File: config.mk
export PLATFORM = sky130hd
export DESIGN_NAME = dmux_stream
export DESIGN_NICKNAME = d
export VERILOG_FILES = /design/src/rtl/dmux_stream_pkg.sv /design/src/rtl/dmux_stream_slot.sv /design/src/rtl/dmux_stream.sv
export SDC_FILE = /design/constraint.sdc
export NUM_CORES = 1
export LEC_CHECK = 0
export BUFFER_PORTS_ARGS = -buffer_cell sky130_fd_sc_hd__buf_4
export CAP_MARGIN = 10
export CELL_PAD_IN_SITES_DETAIL_PLACEMENT = 2
export CELL_PAD_IN_SITES_GLOBAL_PLACEMENT = 2
export CORE_MARGIN = 8
export CORE_UTILIZATION = 33
export CTS_CLUSTER_SIZE = 30
export DETAILED_ROUTE_END_ITERATION = 6
export PLACE_DENSITY_LB_ADDON = 0.1
export SYNTH_ARGS = -nofsm -noshare
export SYNTH_HDL_FRONTEND = slang
export SYNTH_SLANG_ARGS = --single-unit
export TNS_END_PERCENT = 100
File: constraint.sdc
create_clock -name clk -period 3.7 [get_ports clk]
set_input_delay 0.185 -clock clk [delete_from_list [all_inputs] [get_ports clk]]
set_output_delay 0.185 -clock clk [all_outputs]
set_load 0.02 [all_outputs]
File: src/rtl/dmux_stream_pkg.sv
// Shared constants and helpers for the Hack stream fan-out blocks.
package dmux_stream_pkg;

    localparam int WORD_W = 16;

    // Ceiling log2, never less than 1 so a select port always has at least one bit.
    function automatic int clog2(input int n);
        int r;
        r = 0;
        while ((1 << r) < n) r++;
        return (r < 1) ? 1 : r;
    endfunction

endpackage

File: src/rtl/dmux_stream_slot.sv
// Single-channel holding register: one word plus an occupied flag.
// A load and a drain on the same edge keep the slot full with the new word.
module dmux_stream_slot
    import dmux_stream_pkg::*;
#(
    parameter int WIDTH = WORD_W
) (
    input  logic             clk,
    input  logic             reset,
    input  logic             load,
    input  logic [WIDTH-1:0] load_data,
    input  logic             out_ready,
    output logic             out_valid,
    output logic [WIDTH-1:0] out_data,
    output logic             free
);

    logic             valid_q, valid_d;
    logic [WIDTH-1:0] data_q, data_d;

    always_comb begin
        valid_d = valid_q;
        data_d  = data_q;
        if (load) begin
            valid_d = 1'b1;
            data_d  = load_data;
        end else if (valid_q && out_ready) begin
            valid_d = 1'b0;
        end
    end

    always_ff @(posedge clk) begin
        if (reset) begin
            valid_q <= 1'b0;
            data_q  <= '0;
        end else begin
            valid_q <= valid_d;
            data_q  <= data_d;
        end
    end

    assign out_valid = valid_q;
    assign out_data  = data_q;
    assign free      = ~valid_q | out_ready;

endmodule

File: src/rtl/dmux_stream.sv
// 1-to-NUM_OUT registered stream demultiplexer with per-channel holding slots,
// all-or-nothing broadcast and a saturating count of out-of-range drops.
module dmux_stream
    import dmux_stream_pkg::*;
#(
    parameter  int WIDTH   = WORD_W,
    parameter  int NUM_OUT = 8,
    localparam int SEL_W   = clog2(NUM_OUT)
) (
    input  logic                     clk,
    input  logic                     reset,
    input  logic                     in_valid,
    output logic                     in_ready,
    input  logic [WIDTH-1:0]         in_data,
    input  logic [SEL_W-1:0]         in_sel,
    input  logic                     in_bcast,
    output logic [NUM_OUT-1:0]       out_valid,
    input  logic [NUM_OUT-1:0]       out_ready,
    output logic [NUM_OUT*WIDTH-1:0] out_data,
    output logic [7:0]               err_cnt
);

    localparam int SEL_SPAN = 1 << SEL_W;

    logic [NUM_OUT-1:0]  free;
    logic [NUM_OUT-1:0]  load;
    logic [SEL_SPAN-1:0] free_pad;
    logic                in_range;
    logic                accept;
    logic [7:0]          err_cnt_q, err_cnt_d;

    // With a power-of-two channel count every select value addresses a slot.
    if (SEL_SPAN == NUM_OUT) begin : g_pow2
        assign in_range = 1'b1;
    end else begin : g_npow2
        assign in_range = (int'(in_sel) < NUM_OUT);
    end

    always_comb begin
        free_pad                = '0;
        free_pad[NUM_OUT-1:0]   = free;
        if (reset) begin
            in_ready = 1'b0;
        end else if (in_bcast) begin
            in_ready = &free;
        end else if (in_range) begin
            in_ready = free_pad[in_sel];
        end else begin
            in_ready = 1'b1;
        end
    end

    assign accept = in_valid & in_ready;

    always_comb begin
        load = '0;
        for (int k = 0; k < NUM_OUT; k++) begin
            load[k] = accept & (in_bcast | (in_range & (in_sel == SEL_W'(k))));
        end
    end

    always_comb begin
        err_cnt_d = err_cnt_q;
        if (accept && !in_bcast && !in_range && (err_cnt_q != 8'hFF)) begin
            err_cnt_d = err_cnt_q + 8'd1;
        end
    end

    always_ff @(posedge clk) begin
        if (reset) begin
            err_cnt_q <= 8'd0;
        end else begin
            err_cnt_q <= err_cnt_d;
        end
    end

    assign err_cnt = err_cnt_q;

    for (genvar k = 0; k < NUM_OUT; k++) begin : g_slot
        dmux_stream_slot #(
            .WIDTH(WIDTH)
        ) u_slot (
            .clk      (clk),
            .reset    (reset),
            .load     (load[k]),
            .load_data(in_data),
            .out_ready(out_ready[k]),
            .out_valid(out_valid[k]),
            .out_data (out_data[k*WIDTH +: WIDTH]),
            .free     (free[k])
        );
    end

endmodule

==> flow_metrics.py <==
metrics = {
    "clock_network": {
        "clock_sinks": 136,
        "clock_latency_ns": 0.42,
        "clk_pin_slew_ns": 0.06,
        "post_cts_buffers": 0,
        "cts_tree": "yes",
        "cts_max_level": 4,
        "numCtsBuffers": 17,
        "cts_hold_buf": 0,
        "clockBufferDepth": 2,
        "cts_resized": 0,
        "clockRootBuffer": "clkbuf_16",
    },
    "drt": {
        "first_pass_iters": 4,
        "vias": 3865,
        "wirelength_um": 17700,
        "ant_nets": 0,
        "dr.first_iter.drc_count": 195,
        "remaining_drc_errors": 0,
        "wl_per_cell_um": 24.1,
        "vias_per_cell": 5.25,
    },
    "floorplanning": {
        "pin_count": 176,
        "start_util_pct": 33.9,
        "num_rows": 44,
        "die-width_um": 138,
        "die_h_um": 138,
        "die_area_um2": 19100,
        "design.core.area_um2": 14500,
    },
    "hold_path": {
        "hold_path.class": "in2reg",
        "min_path_cells": 3,
        "hold_start": "out_ready[4]",
        "holdPathEnd": "g_slot[4].u_slot.out_valid",
    },
    "synthesis": {
        "syn_area_um2": 4920,
        "synth_cell_types": 31,
        "yosys.area.top_type": "dfxtp_1",
        "ys_warn_count": 0,
        "ys_seq_area_share_pct": 55.3,
        "synthTopCellsByArea": "dfxtp_1 (55%), a22o_1 (22%), buf_6 (4.1%)",
        "avgSynthCellArea_um2": 12.1,
        "ys_ff_latch": 136,
        "netlist.area_leader.share_pct": 55.3,
        "synthCells": 408,
    },
    "global_route": {
        "met1_usage_pct": 22.9,
        "grt_max_degree": 36,
        "grt_pass1_vias": 4307,
        "use_met2_pct": 28.0,
        "grt_pass1_wl_um": 27200,
        "use_met3_pct": 6.99,
        "antenna_found_initial": 0,
        "grt_util_all_layers_pct": 18.2,
        "overflow": 0,
        "grt_busiest_layer": "met2",
    },
    "layout": {
        "antenna_cells": 0,
        "fill_cells": 1477,
        "multi_input_area_um2": 1760,
        "fin_nets": 570,
        "drive_above_1_share_pct": 38.9,
        "layout.cells.most_common": "buf_4",
        "regArea_um2": 2720,
        "mostFrequentLayoutCells": "buf_4 (168), dfxtp_1 (136), a22o_1 (123)",
        "area_growth_pct": 34.9,
    },
    "worst_setup_path": {
        "worst_ep_arrival_time_ns": 2.79,
        "crit_type": "reg2reg",
        "r2r-start": "g_slot[1].u_slot.out_valid",
        "endpoint_kind": "flip-flop",
        "crit_required_ns": 4.06,
        "r2r.worst_path.cells": 6,
        "reg2reg_setup_slack_ns": 1.27,
        "path_max_fanout": 16,
        "worstSetupStartpointType": "flip-flop",
        "reg2reg_to": "g_slot[3].u_slot.out_data[4]",
    },
    "pwr": {
        "power-per-cell-area_nw_per_um2": 589,
        "p_clk_share_pct": 48.3,
        "p_leak_nw": 2.98,
        "p_int_mw": 2.92,
        "p_sw_mw": 0.993,
        "combPwrFrac_pct": 11.6,
        "p_sw_share_pct": 25.4,
        "p_seq_share_pct": 40.1,
        "ir_drop_uv": 299,
    },
    "timing": {
        "rsz0062_at_grt": "false",
        "worst_slew_pin_slew_ns": 0.953,
        "finalHoldViolations": 0,
        "fin_crit_sh_pct": 65.7,
        "fmax_mhz": 411,
        "drv_slew": 0,
        "setup_tns_ns": 0,
        "setup_viol": 0,
        "skew_ns": 0.00897,
        "worst_hold_slack_ns": 0.113,
        "period_needed_ns": 2.43,
        "max_slew_margin_pct": 36.3,
    },
    "placement": {
        "portBuffers": 167,
        "place.gp.congestion": 0.760,
        "dp_hpwl_um": 12500,
    },
    "run": {
        "max-cap-violations": 0,
    },
    "run_status": {
        "status": "completed",
    },
}
worst max-delay path by stage:
stage	startpoint	end	cells past startpoint
after floorplan	g_slot[3].u_slot.out_valid	g_slot[1].u_slot.out_data[10]	9
after detailed placement	reset	g_slot[3].u_slot.out_data[7]	7
after CTS	g_slot[1].u_slot.out_valid	g_slot[3].u_slot.out_data[4]	6
after global placement	reset	g_slot[3].u_slot.out_data[12]	7
after global routing	g_slot[6].u_slot.out_valid	g_slot[3].u_slot.out_data[3]	6
final	g_slot[1].u_slot.out_valid	g_slot[3].u_slot.out_data[4]	6
layer usage:
layer  wire length (um)  part of all wire [%]  up-vias
li1                   -                     -     1753
met4                138                  0.78        0
met3               1210                   6.8       11
met5                  0                     0        -
met2               8240                    46      131
met1               8150                    46     1970
critical path, cell delays in order (launching register included):
cell      delay [ns]
dfxtp_1         0.31
nand2b_1        0.18
nand4_1         0.12
nor3b_1         0.26
o31a_1          0.54
and2_1          0.69
a22o_1          0.26
synth_stat cells, drive strengths merged:
| cell | n |
|---|---|
| nand2 | 1 |
| and2b | 1 |
| or3 | 1 |
| o22ai | 1 |
| conb | 1 |
| and2 | 8 |
| clkbuf | 4 |
| o211ai | 1 |
| o31a | 1 |
| nor2 | 3 |
| o21bai | 12 |
| inv | 1 |
| o221ai | 1 |
| a32o | 3 |
| nand4 | 2 |
| dfxtp | 136 |
| nor2b | 17 |
| a21o | 6 |
| nor3 | 5 |
| and3 | 2 |
| a22o | 123 |
| nand2b | 10 |
| buf | 59 |
| nor3b | 1 |
| a21oi | 8 |
power groups by stage:
stage	clock network, mW	logic [mW]	registers, mW
floorplan	0	0.236	1.66
global placement	0	0.445	1.60
detailed placement	0	0.456	1.60
CTS	1.92	0.460	1.57
global route	1.98	0.482	1.58
finish	1.89	0.454	1.57
logic make-up (layout without fill, tap and decap cells):
| logic type | count (synthesis) | count (layout) | synth area share, % |
|---|---|---|---|
| simple gates | 51 | 51 | 6.56 |
| compound gates | 156 | 156 | 28.7 |
| flops | 136 | 136 | 55.3 |
| other cells | 1 | 8 | 0.0762 |
| buf+inv | 64 | 201 | 9.38 |
registers in the layout, indices dropped and copies added, names as in the netlist:
register	count
g_slot.u_slot.out_data	128
g_slot.u_slot.out_valid	8
per-stage QoR:
step	util, %	worst slack, ns	instance area (um2)	std cells	total power [mW]
after detailed placement	41.2	1.12	5980	704	2.06
after floorplan	-	1.88	4950	415	1.90
final	45.7	1.27	6640	736	3.91
after global placement	41.2	1.28	5980	704	2.05
after global routing	45.7	1.13	6640	736	4.04
after CTS	45.7	1.27	6640	736	3.95
cell type report:
class / count / area share, %
Multi-Input combinational cell: 215 / 26.5
Tap cell: 184 / 3.47
Clock buffer: 18 / 6.61
Clock inverter: 14 / 3.32
Inverter: 1 / 0.0565
Sequential cell: 136 / 41.0
Timing Repair Buffer: 168 / 19.0
Power figures use the tool's default switching activity.
